--- src/rtl/dsm_cfg_master_if.sv ---
// Host command channel, matrix configuration port, status and readback
// signals of the crosspoint-matrix configuration master.
//
//   cmd_valid/cmd_ready/cmd_op/cmd_in/cmd_out : host command handshake
//   dsm_cs/dsm_cnfg/dsm_load/dsm_res           : matrix control strobes
//   dsm_in_add/dsm_out_add                     : matrix address lines
//   busy/done/pending                          : status
//   rd_out/rd_in                               : active-table readback
//
// modport master : the configuration master (drives matrix port and status)
// modport slave  : host / matrix side (drives commands and readback index)
interface dsm_cfg_master_if;
  localparam int unsigned ADDR_W = 4;
  localparam int unsigned OP_W   = 2;

  logic              cmd_valid;
  logic              cmd_ready;
  logic [OP_W-1:0]   cmd_op;
  logic [ADDR_W-1:0] cmd_in;
  logic [ADDR_W-1:0] cmd_out;

  logic              dsm_cs;
  logic              dsm_cnfg;
  logic              dsm_load;
  logic              dsm_res;
  logic [ADDR_W-1:0] dsm_in_add;
  logic [ADDR_W-1:0] dsm_out_add;

  logic              busy;
  logic              done;
  logic              pending;

  logic [ADDR_W-1:0] rd_out;
  logic [ADDR_W-1:0] rd_in;

  modport master (
    input  cmd_valid, cmd_op, cmd_in, cmd_out, rd_out,
    output cmd_ready, dsm_cs, dsm_cnfg, dsm_load, dsm_res,
           dsm_in_add, dsm_out_add, busy, done, pending, rd_in
  );

  modport slave (
    output cmd_valid, cmd_op, cmd_in, cmd_out, rd_out,
    input  cmd_ready, dsm_cs, dsm_cnfg, dsm_load, dsm_res,
           dsm_in_add, dsm_out_add, busy, done, pending, rd_in
  );
endinterface

--- src/rtl/dsm_cfg_master.sv ---
// Crosspoint matrix configuration master.
// Buffers host ROUTE/COMMIT/CLEAR/NOP commands in a FIFO and plays each one
// out on the matrix port as SETUP -> STROBE (STROBE_CYC cycles) -> HOLD.
// Shadow copies of the staged and active routing tables are kept for readback.
//
// Ports:
//   clk  : clock, all state on rising edge
//   rst  : asynchronous active-high reset
//   bus  : dsm_cfg_master_if.master (command channel, matrix port, status,
//          readback; rd_in = active[rd_out] is combinational)
module dsm_cfg_master #(
  parameter int unsigned FIFO_DEPTH = 4,
  parameter int unsigned STROBE_CYC = 2
) (
  input  logic                   clk,
  input  logic                   rst,
  dsm_cfg_master_if.master       bus
);

  localparam int unsigned AW    = 4;
  localparam int unsigned OPW   = 2;
  localparam int unsigned NOUT  = 16;
  localparam int unsigned IW    = $clog2(FIFO_DEPTH);
  localparam int unsigned PW    = IW + 1;
  localparam int unsigned CNT_W = (STROBE_CYC > 1) ? $clog2(STROBE_CYC) : 1;

  localparam logic [OPW-1:0]   OP_ROUTE  = 2'b00;
  localparam logic [OPW-1:0]   OP_COMMIT = 2'b01;
  localparam logic [OPW-1:0]   OP_CLEAR  = 2'b10;
  localparam logic [OPW-1:0]   OP_NOP    = 2'b11;
  localparam logic [CNT_W-1:0] CNT_LAST  = CNT_W'(STROBE_CYC - 1);

  typedef struct packed {
    logic [OPW-1:0] op;
    logic [AW-1:0]  src;
    logic [AW-1:0]  dst;
  } cmd_t;

  typedef enum logic [1:0] {
    ST_IDLE,
    ST_SETUP,
    ST_STROBE,
    ST_HOLD
  } state_e;

  // Command FIFO
  cmd_t          mem [FIFO_DEPTH];
  logic [PW-1:0] wr_ptr_q;
  logic [PW-1:0] rd_ptr_q;
  logic          full;
  logic          empty;
  logic          push;
  logic          pop;
  cmd_t          head;

  // FSM and registered outputs
  state_e         state_q,   state_d;
  logic [CNT_W-1:0] cnt_q,   cnt_d;
  cmd_t           cur_q,     cur_d;
  logic           cs_q,      cs_d;
  logic           cnfg_q,    cnfg_d;
  logic           load_q,    load_d;
  logic           res_q,     res_d;
  logic           done_q,    done_d;
  logic [AW-1:0]  in_add_q,  in_add_d;
  logic [AW-1:0]  out_add_q, out_add_d;

  // Shadow routing tables
  logic [AW-1:0]  staged_q [NOUT];
  logic [AW-1:0]  active_q [NOUT];
  logic           pending_q;

  // Strobe selection for the command currently in flight
  logic           is_route;
  logic           is_commit;
  logic           is_clear;

  assign full  = (wr_ptr_q[PW-1] != rd_ptr_q[PW-1]) &&
                 (wr_ptr_q[IW-1:0] == rd_ptr_q[IW-1:0]);
  assign empty = (wr_ptr_q == rd_ptr_q);
  assign push  = bus.cmd_valid & ~full;
  assign head  = mem[rd_ptr_q[IW-1:0]];

  assign is_route  = (cur_q.op == OP_ROUTE);
  assign is_commit = (cur_q.op == OP_COMMIT);
  assign is_clear  = (cur_q.op == OP_CLEAR);

  // FIFO storage; contents need no reset since pointers gate visibility
  always_ff @(posedge clk) begin
    if (push) begin
      mem[wr_ptr_q[IW-1:0]] <= cmd_t'({bus.cmd_op, bus.cmd_in, bus.cmd_out});
    end
  end

  // FIFO pointers, wrapping modulo 2*FIFO_DEPTH
  always_ff @(posedge clk or posedge rst) begin
    if (rst) begin
      wr_ptr_q <= '0;
      rd_ptr_q <= '0;
    end else begin
      if (push) wr_ptr_q <= wr_ptr_q + PW'(1);
      if (pop)  rd_ptr_q <= rd_ptr_q + PW'(1);
    end
  end

  // FSM state and output registers
  always_ff @(posedge clk or posedge rst) begin
    if (rst) begin
      state_q   <= ST_IDLE;
      cnt_q     <= '0;
      cur_q     <= '0;
      cs_q      <= 1'b0;
      cnfg_q    <= 1'b0;
      load_q    <= 1'b0;
      res_q     <= 1'b0;
      done_q    <= 1'b0;
      in_add_q  <= '0;
      out_add_q <= '0;
    end else begin
      state_q   <= state_d;
      cnt_q     <= cnt_d;
      cur_q     <= cur_d;
      cs_q      <= cs_d;
      cnfg_q    <= cnfg_d;
      load_q    <= load_d;
      res_q     <= res_d;
      done_q    <= done_d;
      in_add_q  <= in_add_d;
      out_add_q <= out_add_d;
    end
  end

  // Next state plus next value of every registered port output, so the
  // outputs line up with the state they belong to without decode glitches.
  always_comb begin
    state_d   = state_q;
    cnt_d     = cnt_q;
    cur_d     = cur_q;
    pop       = 1'b0;
    cs_d      = 1'b0;
    cnfg_d    = 1'b0;
    load_d    = 1'b0;
    res_d     = 1'b0;
    done_d    = 1'b0;
    in_add_d  = '0;
    out_add_d = '0;

    case (state_q)
      ST_IDLE: begin
        if (!empty) begin
          pop = 1'b1;
          // NOP is simply dropped; IDLE can pop again next cycle
          if (head.op != OP_NOP) begin
            state_d = ST_SETUP;
            cur_d   = head;
            if (head.op == OP_ROUTE) begin
              in_add_d  = head.src;
              out_add_d = head.dst;
            end
          end
        end
      end

      ST_SETUP: begin
        state_d   = ST_STROBE;
        cnt_d     = '0;
        in_add_d  = in_add_q;
        out_add_d = out_add_q;
        cs_d      = 1'b1;
        cnfg_d    = is_route;
        load_d    = is_commit;
        res_d     = is_clear;
      end

      ST_STROBE: begin
        in_add_d  = in_add_q;
        out_add_d = out_add_q;
        if (cnt_q == CNT_LAST) begin
          state_d = ST_HOLD;
          done_d  = 1'b1;
        end else begin
          cnt_d  = cnt_q + CNT_W'(1);
          cs_d   = 1'b1;
          cnfg_d = is_route;
          load_d = is_commit;
          res_d  = is_clear;
        end
      end

      ST_HOLD: begin
        state_d = ST_IDLE;
      end

      default: begin
        state_d = ST_IDLE;
      end
    endcase
  end

  // Shadow tables update on the SETUP -> STROBE edge
  always_ff @(posedge clk or posedge rst) begin
    if (rst) begin
      for (int unsigned i = 0; i < NOUT; i++) begin
        staged_q[AW'(i)] <= '0;
        active_q[AW'(i)] <= '0;
      end
      pending_q <= 1'b0;
    end else if (state_q == ST_SETUP) begin
      if (is_route) begin
        staged_q[cur_q.dst] <= cur_q.src;
        pending_q           <= 1'b1;
      end else if (is_commit) begin
        for (int unsigned i = 0; i < NOUT; i++) begin
          active_q[AW'(i)] <= staged_q[AW'(i)];
        end
        pending_q <= 1'b0;
      end else if (is_clear) begin
        for (int unsigned i = 0; i < NOUT; i++) begin
          staged_q[AW'(i)] <= '0;
          active_q[AW'(i)] <= '0;
        end
        pending_q <= 1'b0;
      end
    end
  end

  assign bus.cmd_ready   = ~full;
  assign bus.dsm_cs      = cs_q;
  assign bus.dsm_cnfg    = cnfg_q;
  assign bus.dsm_load    = load_q;
  assign bus.dsm_res     = res_q;
  assign bus.dsm_in_add  = in_add_q;
  assign bus.dsm_out_add = out_add_q;
  assign bus.done        = done_q;
  assign bus.pending     = pending_q;
  assign bus.busy        = (state_q != ST_IDLE) | ~empty;
  assign bus.rd_in       = active_q[bus.rd_out];

endmodule

--- src/flat_wrapper.sv ---
// flat-port wrapper written by rule: the top's interface ports become plain ports
module dsm_cfg_master_flat 
#(
  parameter int unsigned FIFO_DEPTH = 4,
  parameter int unsigned STROBE_CYC = 2
)
  (clk, rst, bus_cmd_valid, bus_cmd_op, bus_cmd_in, bus_cmd_out, bus_rd_out, bus_cmd_ready, bus_dsm_cs, bus_dsm_cnfg, bus_dsm_load, bus_dsm_res, bus_dsm_in_add, bus_dsm_out_add, bus_busy, bus_done, bus_pending, bus_rd_in);
  dsm_cfg_master_if bus_i ();
  input  logic clk;
  input  logic rst;
  input wire logic [$bits(bus_i.cmd_valid)-1:0] bus_cmd_valid;
  input wire logic [$bits(bus_i.cmd_op)-1:0] bus_cmd_op;
  input wire logic [$bits(bus_i.cmd_in)-1:0] bus_cmd_in;
  input wire logic [$bits(bus_i.cmd_out)-1:0] bus_cmd_out;
  input wire logic [$bits(bus_i.rd_out)-1:0] bus_rd_out;
  output wire logic [$bits(bus_i.cmd_ready)-1:0] bus_cmd_ready;
  output wire logic [$bits(bus_i.dsm_cs)-1:0] bus_dsm_cs;
  output wire logic [$bits(bus_i.dsm_cnfg)-1:0] bus_dsm_cnfg;
  output wire logic [$bits(bus_i.dsm_load)-1:0] bus_dsm_load;
  output wire logic [$bits(bus_i.dsm_res)-1:0] bus_dsm_res;
  output wire logic [$bits(bus_i.dsm_in_add)-1:0] bus_dsm_in_add;
  output wire logic [$bits(bus_i.dsm_out_add)-1:0] bus_dsm_out_add;
  output wire logic [$bits(bus_i.busy)-1:0] bus_busy;
  output wire logic [$bits(bus_i.done)-1:0] bus_done;
  output wire logic [$bits(bus_i.pending)-1:0] bus_pending;
  output wire logic [$bits(bus_i.rd_in)-1:0] bus_rd_in;
  assign bus_i.cmd_valid = bus_cmd_valid;
  assign bus_i.cmd_op = bus_cmd_op;
  assign bus_i.cmd_in = bus_cmd_in;
  assign bus_i.cmd_out = bus_cmd_out;
  assign bus_i.rd_out = bus_rd_out;
  assign bus_cmd_ready = bus_i.cmd_ready;
  assign bus_dsm_cs = bus_i.dsm_cs;
  assign bus_dsm_cnfg = bus_i.dsm_cnfg;
  assign bus_dsm_load = bus_i.dsm_load;
  assign bus_dsm_res = bus_i.dsm_res;
  assign bus_dsm_in_add = bus_i.dsm_in_add;
  assign bus_dsm_out_add = bus_i.dsm_out_add;
  assign bus_busy = bus_i.busy;
  assign bus_done = bus_i.done;
  assign bus_pending = bus_i.pending;
  assign bus_rd_in = bus_i.rd_in;
  dsm_cfg_master #(.FIFO_DEPTH(FIFO_DEPTH), .STROBE_CYC(STROBE_CYC)) u_core (.clk(clk), .rst(rst), .bus(bus_i));
endmodule
--- config.mk ---
export PLATFORM = sky130hd
export DESIGN_NAME = dsm_cfg_master_flat
export DESIGN_NICKNAME = d
export VERILOG_FILES = /design/src/rtl/dsm_cfg_master_if.sv /design/src/rtl/dsm_cfg_master.sv /design/src/flat_wrapper.sv
export SDC_FILE = /design/constraint.sdc
export NUM_CORES = 1
export LEC_CHECK = 0
export CORE_ASPECT_RATIO = 0.5
export CORE_MARGIN = 2
export CORE_UTILIZATION = 56
export CTS_BUF_LIST = sky130_fd_sc_hd__clkbuf_8
export DETAILED_ROUTE_END_ITERATION = 16
export PLACE_DENSITY = 0.76
export SETUP_SLACK_MARGIN = 0.15
export SKIP_LAST_GASP = 1
export SYNTH_ARGS = -nofsm -noshare
export SYNTH_HDL_FRONTEND = slang
export SYNTH_SLANG_ARGS = --single-unit
--- constraint.sdc ---
create_clock -name clk -period 6.8 [get_ports clk]
set_input_delay 1.36 -clock clk [delete_from_list [all_inputs] [get_ports clk]]
set_output_delay 1.36 -clock clk [all_outputs]
set_load 0.02 [all_outputs]
**Word level (Yosys, flattened, before mapping)**

Memories as Yosys holds them, arrays and structs flattened.
Cells that the tools add are included.

- Flip-flop bits (word level): 161
- Latch bits: 0
- Memory bits (writable): 40
- Bits in read-only memories: 0
- Bits of input ports: 17
- Output and inout bits: 20
- Word-level logic and storage cells: 131
- Memories kept: 1

- $add $sub $neg: 3
- Multiply operators: 0
- Div/mod/pow operators: 0
- Order comparisons: 3
- Equality and inequality tests: 13
- Shift operators: 0
- Multiplexer cells: 41
- Bitwise operators: 7
- Reductions and logical operators: 16

Memories:

| name | depth | bits a word | read ports | clocked after memory_dff | wr ports | line | source |
|---|---|---|---|---|---|---|---|
| u_core.mem | 4 | 10 | 1 | 0 | 1 | dsm_cfg_master.sv:47 | `cmd_t mem [FIFO_DEPTH];` |

Operators by type and width:

| kind | number |
|---|---|
| $mux 64 | 4 |
| $bwmux 64 | 1 |
| $mux 4 | 9 |
| $bmux 4 s4 | 1 |
| $demux 4 s4 | 1 |
| $pmux 4 s2 | 2 |
| $mux 1 | 14 |
| $reduce_and 3->1 | 4 |
| $ge 5x5->1 const B | 2 |
| $not 4->5 | 2 |
| $pmux 1 s2 | 5 |
| $pmux 2 s4 | 1 |
| $reduce_bool 2->1 | 4 |
| $add 3x1->3 const B | 2 |
| $eq 2x2->1 const B | 3 |
| $logic_not 2->1 | 3 |
| $mux 2 | 3 |
| $ne 2x1->1 const B | 3 |
| $lt 5x1->1 const B | 1 |
| $eq 2x1->1 const B | 2 |
| $ne 2x2->1 const B | 2 |
| $eq 3x3->1 | 1 |
| $not 1->1 | 3 |
| $reduce_bool 3->1 | 1 |
| 8 further kinds | 9 |

**Longest topological paths before layout**

Gate-level depths: netlist of the first run.

- Depth after elaboration: 7
- Depth in mapped cells: 8
- Gate-level depth less buffers: 6

**Worst setup path after synthesis of the first run**

Ideal clock, no wire load.

- Path kind: input to output
- From: input bus_rd_out[0]
- To: output bus_rd_in[0]
- Arrival: 2.926 ns
- Data required time: 5.440 ns
- Path slack: 2.514 ns
- Stages: 4
- Buffers on the path: 2
- Path through: buf_2 -> buf_2 -> mux4_2 -> mux4_2

- Cells in the longest elaborated chain, start to end: 4

Ends and longest elaborated chain:

| what | line | source |
|---|---|---|
| start: declaration | flat_wrapper.sv:15 | `input wire logic [$bits(bus_i.rd_out)-1:0] bus_rd_out;` |
| $not 4->5 (not written as such) | dsm_cfg_master.sv:237 | `assign bus.rd_in = active_q[bus.rd_out];` |
| $bmux 4 s4 | dsm_cfg_master.sv:237 |  |
| $mux 4 (not written as such) (2 in a row) | dsm_cfg_master.sv:237 |  |
| end: declaration | flat_wrapper.sv:26 | `output wire logic [$bits(bus_i.rd_in)-1:0] bus_rd_in;` |

Every way passes these cells. The select of a mux whose other input is x is not followed.

**Worst setup path after layout of the first run**

- From: input bus_rd_out[0]
- To: output bus_rd_in[1]

Same word-level chain as after synthesis.

==> reports/results.ini, run 1 <==
[worst_setup_path]
cp-end-kind=primary output
crit_path_start_kind=primary input
reg2reg_slack_ns=3.72
endpoint=bus_rd_in[1]
rr_endpoint=u_core.staged_q[30]$_DFFE_PP0P_
critical_path_arrival_ns=4.12
path_class=primary input to primary output
rr_startpoint=u_core.cur_q[8]$_DFFE_PP0P_
crit_required_ns=5.44
crit_path_max_fanout=16
rr_worst_depth=6
crit_path_start=bus_rd_out[0]

[placed_design]
portBuffers=36
placedCellCount=850
gp_congestion=0.804
dpl.hpwl_um=11700

[synthesis]
netlist-cell-type-count=37
avgSynthCellArea_sq_um=12.9
ys_top_cells_by_area=dfrtp_1 (48%), edfxtp_1 (14%), mux4_2 (7.0%)
syn_area_sq_um=8340
yosysWarnings=0
ys_seq_area_frac=0.627
yosysTopAreaCell=dfrtp_1
syn-num-nets=678
synth_top_area_share=0.483
ys_ff_latch=201
netlist_instances=649

[sta]
min_period_over_period=0.805
rsz0062_at_grt=no
skew_ns=0.0329
finalSetupTns_ns=0
final-hold-violation-count=0
drv_slew=0
max_freq_mhz=183
setup_violations=0
fin_crit_ns=5.48
worst_pin_slew_ns=1.25
slew_headroom=0.169

[finish]
fillCellCount=1103
layout_commonest_cell=dfrtp_1
antenna_cells=0
area_growth_pct=12.3
multi_input_area_sq_um=2680
fin_cells=896
layout.nets=711
drive_above_1_share=0.115
final_cell_mix=dfrtp_1 (161), inv_1 (83), nand2_1 (82), o31ai_1 (61), o22ai_1 (60)
seqCellArea_sq_um=5230

[clock_tree]
cts_resized=0
cts.sinks=201
clockBufferDepth=3
post_cts_buffers=0
cts_buffers=28
cts_tree=built
root_buffer=clkbuf_8
htree_levels=1
clk_latency_ns=0.54
hold_buffers=0
cts.clk_slew.worst_paths_ns=0.07

[pwr]
max-vdd-ir-drop_mv=0.229
comb_power_share=0.323
p_leak_nw=3.93
p_sw_frac=0.360
p_int_mw=2.52
power_density_nw_per_um2=420
seq_power_share=0.446
p_switching_mw=1.42
clockPowerShare=0.231

[grt]
grt_pass1_wl_um=28700
grt_overflow=0
grt_pass1_vias=5293
antenna_found_initial=1
grt_max_degree=129
gr-usage-all-layers=0.233

[run]
drv_cap=0

[floorplan]
dieWidth_um=177
fp-row-count=31
start_util=0.575
die_h_um=90.3
io_pins=37
core_sq_um=14500
die_area_sq_um=15900

[detailed_routing]
wirelength_um=17900
drt_iter0_markers=501
via_per_inst=5.93
route.vias.total=5313
drcViolationCount=0
drt_pass1_iterations=5
ant_nets=0
drt-wirelength-per-cell_um=20.0

[status]
outcome=completed

[worst_hold_path]
min_path_type=register to register

cells in the mapped netlist, drive strengths merged:
cell,n
dfrtp,161
nand2,83
inv,74
o31ai,61
o22ai,60
edfxtp,40
mux4,30
clkbuf,26
a21oi,16
ha,12
mux2,11
buf,10
a22o,8
nand3,7
nor2,7
o21ai,7
and2,6
nor2b,5
xnor2,5
o2bb2ai,4
o22a,3
xor2,3
a21o,2
nand4,2
a31o,1
a31oi,1
a32o,1
nor3,1
nor4,1
o211ai,1
area by class of cell:
| class | count | area share |
|---|---|---|
| flip-flops and latches | 201 | 0.558 |
| well taps | 198 | 0.0264 |
| inverters | 74 | 0.0302 |
| multi-input cells | 338 | 0.287 |
| repair buffers | 39 | 0.0409 |
| clock buffers | 34 | 0.0500 |
| clock inverters | 12 | 0.00761 |
per-layer routing:
metal / part of all wire / global-route usage / up-vias
li1: - / - / 2421
met1: 0.46 / 0.361 / 2691
met2: 0.44 / 0.333 / 170
met3: 0.087 / 0.0614 / 29
met4: 0.017 / 0.0530 / 2
met5: 0.00073 / 0 / -
cell families after synthesis:
logic type / count (synthesis) / share of synthesized area
fa+ha+maj: 12 / 0.0180
buf+inv: 110 / 0.0521
xor+xnor: 8 / 0.00840
simple gates: 112 / 0.0576
compound gates: 165 / 0.136
mux: 41 / 0.101
flops: 201 / 0.627
how the worst min path moves through the flow:
stage,from,endpoint,slack [ns],cells past startpoint
2_1_floorplan,u_core.active_q[20]$_DFFE_PP0P_,u_core.active_q[20]$_DFFE_PP0P_,0.44,2
3_3_place_gp,u_core.active_q[48]$_DFFE_PP0P_,u_core.active_q[48]$_DFFE_PP0P_,0.46,2
3_5_place_dp,u_core.active_q[15]$_DFFE_PP0P_,u_core.active_q[15]$_DFFE_PP0P_,0.47,2
4_1_cts,u_core.active_q[15]$_DFFE_PP0P_,u_core.active_q[15]$_DFFE_PP0P_,0.48,2
5_1_grt,u_core.active_q[57]$_DFFE_PP0P_,u_core.active_q[57]$_DFFE_PP0P_,0.51,2
6_report,u_core.active_q[15]$_DFFE_PP0P_,u_core.active_q[15]$_DFFE_PP0P_,0.48,2
registers in the layout, summed over array words and instances, names as in the netlist:
register	flops
u_core.bus.done	1
u_core.bus.dsm_load	1
u_core.bus.dsm_cs	1
u_core.wr_ptr_q	3
u_core.cur_q	10
u_core.bus.dsm_out_add	4
u_core.bus.dsm_cnfg	1
u_core.bus.pending	1
u_core.bus.dsm_res	1
u_core.active_q	64
u_core.rd_ptr_q	3
u_core.mem	40
u_core.cnt_q	1
u_core.bus.dsm_in_add	4
u_core.state_q	2
u_core.staged_q	64
power by group through the flow:
stage / combinational [mW] / clock [mW] / sequential (mW)
after global placement: 1.22 / 0 / 1.76
after global routing: 1.39 / 0.977 / 1.79
after CTS: 1.27 / 0.920 / 1.75
final: 1.27 / 0.909 / 1.75
after floorplan: 0.961 / 0 / 1.71
after detailed placement: 1.27 / 0 / 1.77
worst max-delay path, cell delays in order:
cell             delay, ns
clkdlybuf4s50_1       1.10
mux4_2                0.62
mux4_2                0.47
clkdlybuf4s50_1       0.55
metrics by stage:
stage                      util  setup slack [ns]  hold WS [ns]  total power, mW  instance area, sq um
final                     0.646              1.32         0.478             3.93                  9370
after global routing      0.646              1.16         0.510             4.16                  9370
after CTS                 0.646              1.28         0.480             3.94                  9370
after detailed placement  0.609              1.28         0.466             3.04                  8830
after global placement    0.609              1.34         0.461             2.98                  8830
after floorplan               -              1.09         0.443             2.67                  8340
Note: power is estimated with default switching activity, not from simulation.
==> run 2, diff against run 1 <==
==> constraint.sdc (replaced) <==
create_clock -name clk -period 5.6 [get_ports clk]
set_input_delay 1.12 -clock clk [delete_from_list [all_inputs] [get_ports clk]]
set_output_delay 1.12 -clock clk [all_outputs]
set_load 0.02 [all_outputs]
==> reports/results.ini, run 2 (synthesis gave the netlist of run 1 again) <==
[status]
outcome=completed

[clock_tree]
hold_buffers=0  ; unchanged
clockBufferDepth=3  ; unchanged
root_buffer=clkbuf_8
cts.sinks=201  ; unchanged
htree_levels=1  ; unchanged
cts_tree=built
cts_resized=0  ; unchanged
clk_latency_ns=0.54  ; about the same
cts.clk_slew.worst_paths_ns=0.06  ; about the same
post_cts_buffers=0  ; unchanged
cts_buffers=28  ; unchanged

[sta]
worst_pin_slew_ns=1.12  ; -0.130 ns
setup_violations=0  ; unchanged
max_freq_mhz=214
drv_slew=0  ; unchanged
final-hold-violation-count=0  ; unchanged
slew_headroom=0.254  ; +0.0859
rsz0062_at_grt=no
min_period_over_period=0.833
skew_ns=0.0189  ; -0.0140 ns
finalSetupTns_ns=0  ; unchanged
fin_crit_ns=4.67

[finish]
fin_cells=901  ; +0.56%
final_cell_mix=dfrtp_1 (161), nand2_1 (82), inv_1 (80), o31ai_1 (61), o22ai_1 (60)
fillCellCount=1087  ; -1.5%
area_growth_pct=12.9
layout.nets=713  ; +0.28%
drive_above_1_share=0.125  ; +0.0106
layout_commonest_cell=dfrtp_1
antenna_cells=0  ; unchanged

[worst_setup_path]
crit_path_start_kind=primary input
cp-end-kind=primary output
rr_worst_depth=7  ; +1
critical_path_arrival_ns=3.55  ; -0.57 ns
rr_startpoint=u_core.cur_q[9]$_DFFE_PP0P_
rr_endpoint=u_core.staged_q[38]$_DFFE_PP0P_
crit_path_max_fanout=11  ; -5
crit_chain=clkdlybuf4s50_1, buf_4, mux4_2, mux4_2, clkdlybuf4s50_1
critPathMaxStageDelay_ns=0.81  ; -0.29 ns
reg2reg_slack_ns=2.53  ; -1.19 ns
crit_path_start=bus_rd_out[1]
crit_required_ns=4.48  ; -0.96 ns
path_class=primary input to primary output
crit_path_top_delay_cell=clkdlybuf4s50_1

[detailed_routing]
route.vias.total=5363  ; +0.94%
wirelength_um=17900  ; -0.25%
via_per_inst=5.95  ; +0.38%
drt-wirelength-per-cell_um=19.8  ; -0.80%
drt_iter0_markers=596  ; +19%
ant_nets=0  ; unchanged
drcViolationCount=0  ; unchanged
drt_pass1_iterations=5  ; unchanged

[grt]
antenna_found_initial=2  ; +1
grt_pass1_wl_um=28700  ; about the same
gr-usage-all-layers=0.235  ; +0.00184
grt_overflow=0  ; unchanged
grt_max_degree=162  ; +26%
grt_pass1_vias=5304  ; +0.21%

[worst_hold_path]
hold_end=u_core.active_q[45]$_DFFE_PP0P_
min_path_type=register to register
hold_start=u_core.active_q[45]$_DFFE_PP0P_
min_path_cells=2  ; unchanged

[placed_design]
placedCellCount=852  ; +0.24%
dpl.hpwl_um=11600  ; -0.71%
portBuffers=36  ; unchanged
gp_congestion=0.846  ; +5.1%

[floorplan]
die_h_um=90.3  ; unchanged
io_pins=37  ; unchanged
dieWidth_um=177  ; unchanged
die_area_sq_um=15900  ; unchanged
start_util=0.575  ; unchanged
core_sq_um=14500  ; unchanged
fp-row-count=31  ; unchanged

[run]
drv_cap=0  ; unchanged

[pwr]
max-vdd-ir-drop_mv=0.265  ; +16%
p_leak_nw=3.95  ; +0.52%
power_density_nw_per_um2=510  ; +21%

==> run 2: cell types whose count changed in the layout (fill, tap and decap cells not counted), sizes merged <==
cell	change
clkinv	+5
inv	-4
buf	+2
clkinvlp	+1
clkbuf	+1
==> run 2: worst max-delay path by stage <==
stage / end / slack [ns] / cells after the start
CTS: bus_rd_in[0] / 0.92 / 5
finish: bus_rd_in[0] / 0.93 / 5
floorplan: bus_rd_in[0] / 1.79 / 4
global placement: bus_rd_in[0] / 0.99 / 4
global route: bus_rd_in[2] / 0.84 / 5
detailed placement: bus_rd_in[0] / 0.92 / 5
==> run 2: area by class of cell <==
class                      count  area, sq um  share of cell area
sequential                   201         5230               0.555
multi-input combinational    338         2680               0.285
clock buffer                  35          482              0.0511
timing repair buffer          41          410              0.0436
inverter                      74          282              0.0299
tap                          198          248              0.0263
clock inverter                14         85.1             0.00903
==> run 2: metal layers <==
layer / vias to the layer above / wire length, um / GRT usage
met4: 4 / 290 / 0.0558
met2: 213 / 7640 / 0.328
met3: 34 / 1800 / 0.0648
met5: - / 32 / 0
met1: 2682 / 8120 / 0.368
li1: 2430 / - / -
==> run 2: report_power, final <==
part / internal [mW] / total (mW) / switching (mW)
sequential: 1.87 / 2.13 / 0.256
clock: 0.607 / 1.13 / 0.526
combinational: 0.598 / 1.54 / 0.940
total: 3.08 / 4.80 / 1.72
==> run 2: critical path: cells and delay by family <==
| kind | cells | cell delay (ns) |
|---|---|---|
| buffers and inverters | 3 | 1.61 |
| multiplexers | 2 | 0.81 |
==> run 2: stage by stage <==
stage | hold slack, ns | instance area (sq um) | utilization | power [mW] | worst slack (ns)
detailed placement | 0.471 | 8850 | 0.610 | 3.68 | 0.924
finish | 0.484 | 9420 | 0.649 | 4.80 | 0.934
CTS | 0.487 | 9420 | 0.649 | 4.82 | 0.920
floorplan | 0.443 | 8340 | - | 3.24 | 1.79
global placement | 0.469 | 8850 | 0.610 | 3.62 | 0.990
global route | 0.508 | 9420 | 0.649 | 5.08 | 0.841
==> run 3, diff against run 2 <==
--- a/config.mk
+++ b/config.mk
@@ -10,7 +10,7 @@
 export CORE_UTILIZATION = 56
 export CTS_BUF_LIST = sky130_fd_sc_hd__clkbuf_8
 export DETAILED_ROUTE_END_ITERATION = 16
-export PLACE_DENSITY = 0.76
+export PLACE_DENSITY = 0.79
 export SETUP_SLACK_MARGIN = 0.15
 export SKIP_LAST_GASP = 1
 export SYNTH_ARGS = -nofsm -noshare
==> constraint.sdc (replaced) <==
create_clock -name clk -period 3.95 [get_ports clk]
set_input_delay 0.79 -clock clk [delete_from_list [all_inputs] [get_ports clk]]
set_output_delay 0.79 -clock clk [all_outputs]
set_load 0.02 [all_outputs]
==> reports/results.ini, run 3 (synthesis gave the netlist of run 1 again) <==
[run]
drv_cap=0  ; unchanged

[clock_tree]
clk_latency_ns=0.54  ; about the same
hold_buffers=0  ; unchanged
root_buffer=clkbuf_8
cts_tree=built
clockBufferDepth=3  ; unchanged
cts.clk_slew.worst_paths_ns=0.07  ; about the same
cts_buffers=28  ; unchanged
htree_levels=1  ; unchanged
cts.sinks=201  ; unchanged

[grt]
grt_max_degree=162  ; unchanged
grt_pass1_wl_um=28600  ; -0.20%
antenna_found_initial=0  ; -2
grt_overflow=0  ; unchanged
gr-usage-all-layers=0.233  ; -0.00149
grt_pass1_vias=5202  ; -1.9%

[worst_hold_path]
min_path_type=register to register
hold_end=u_core.active_q[28]$_DFFE_PP0P_
hold_start=u_core.active_q[28]$_DFFE_PP0P_
min_path_cells=2  ; unchanged

[detailed_routing]
drcViolationCount=0  ; unchanged
drt_pass1_iterations=5  ; unchanged
wirelength_um=18000  ; +0.62%
drt_iter0_markers=602  ; +1.0%
ant_nets=0  ; unchanged
route.vias.total=5315  ; -0.90%
drt-wirelength-per-cell_um=19.8  ; -0.16%
via_per_inst=5.85  ; -1.7%

[worst_setup_path]
rr_worst_depth=7  ; unchanged
path_class=primary input to primary output
rr_endpoint=u_core.staged_q[57]$_DFFE_PP0P_
reg2reg_slack_ns=1.47  ; -1.06 ns
crit_path_max_fanout=16  ; +5
crit_required_ns=3.16  ; -1.32 ns
rr_startpoint=u_core.cur_q[8]$_DFFE_PP0P_
critical_path_arrival_ns=2.81  ; -0.74 ns
cp-end-kind=primary output
crit_path_start_kind=primary input

[floorplan]
io_pins=37  ; unchanged
die_area_sq_um=15900  ; unchanged
fp-row-count=31  ; unchanged
core_sq_um=14500  ; unchanged
start_util=0.575  ; unchanged
dieWidth_um=177  ; unchanged
die_h_um=90.3  ; unchanged

[placed_design]
portBuffers=36  ; unchanged
dpl.hpwl_um=11700  ; +0.61%
gp_congestion=0.803  ; -5.0%
placedCellCount=857  ; +0.59%

[sta]
min_period_over_period=0.913
rsz0062_at_grt=no
setup_violations=0  ; unchanged
final-hold-violation-count=0  ; unchanged
fin_crit_ns=3.60
worst_pin_slew_ns=0.962  ; -0.154 ns
skew_ns=0.0129  ; -0.00597 ns
slew_headroom=0.358  ; +0.104
max_freq_mhz=277
drv_slew=0  ; unchanged
finalSetupTns_ns=0  ; unchanged

[finish]
layout_commonest_cell=dfrtp_1
antenna_cells=0  ; unchanged
fin_cells=908  ; +0.78%
layout.nets=718  ; +0.70%
drive_above_1_share=0.128  ; +0.00299
final_cell_mix=dfrtp_1 (161), inv_1 (84), nand2_1 (82), o31ai_1 (61), o22ai_1 (60)
area_growth_pct=13.7

[pwr]
power_density_nw_per_um2=724  ; +42%
p_leak_nw=4.02  ; +1.6%
max-vdd-ir-drop_mv=0.427  ; +61%

[status]
outcome=completed

-- run 3: changes by cell type in the layout (fill, tap and decap cells not counted), sizes merged --
cell and delta:
inv +4, clkinv -3, clkdlybuf4s50 -4, buf +5, dlygate4sd2 +4, clkbuf +1
-- run 3: routing by layer --
layer | global-route usage | up-vias | routed length [um]
li1 | - | 2442 | -
met1 | 0.369 | 2668 | 8130
met2 | 0.335 | 178 | 7830
met3 | 0.0497 | 27 | 1730
met4 | 0.0523 | 0 | 306
met5 | 0 | - | 0
-- run 3: final cells by class --
type | count | area (sq um)
clock buffer | 36 | 495
fill | 1064 | 5030
clock inverter | 15 | 85.1
inverter | 74 | 282
sequential | 201 | 5230
timing repair buffer | 46 | 455
multi-input combinational | 338 | 2680
tap | 198 | 248
-- run 3: power by group --
group / internal [mW] / switching (mW)
registers: 2.66 / 0.334
clock network: 0.879 / 0.756
logic: 0.864 / 1.38
total: 4.40 / 2.47
-- run 3: worst max-delay path by stage --
stage / startpoint / to / slack, ns / depth (start not counted)
2_1_floorplan: bus_rd_out[0] / bus_rd_in[0] / 0.80 / 4
3_3_place_gp: bus_rd_out[0] / bus_rd_in[1] / 0.11 / 5
3_5_place_dp: bus_rd_out[0] / bus_rd_in[3] / 0.11 / 5
4_1_cts: bus_rd_out[0] / bus_rd_in[3] / 0.32 / 5
5_1_grt: bus_rd_out[0] / bus_rd_in[2] / 0.27 / 5
6_report: bus_rd_out[0] / bus_rd_in[3] / 0.35 / 5
-- run 3: through the flow --
stage | setup WS (ns) | utilization | hold slack, ns | instance area, sq um | power, mW
global placement | 0.113 | 0.614 | 0.471 | 8900 | 5.16
detailed placement | 0.111 | 0.614 | 0.479 | 8900 | 5.25
finish | 0.345 | 0.653 | 0.493 | 9480 | 6.87
global route | 0.273 | 0.653 | 0.520 | 9480 | 7.24
floorplan | 0.804 | - | 0.443 | 8340 | 4.59
CTS | 0.325 | 0.653 | 0.495 | 9480 | 6.88
-- run 3: critical path, stage by stage --
cell             delay (ns)
clkdlybuf4s50_1        0.51
buf_12                 0.18
mux4_2                 0.53
mux4_2                 0.48
dlygate4sd2_1          0.34
-- run 3: repair_timing --
action | CTS | global route
gates resized for setup | 4 | 0
buffers inserted | 0 | 0
endpoints found under the setup margin | 4 | 0
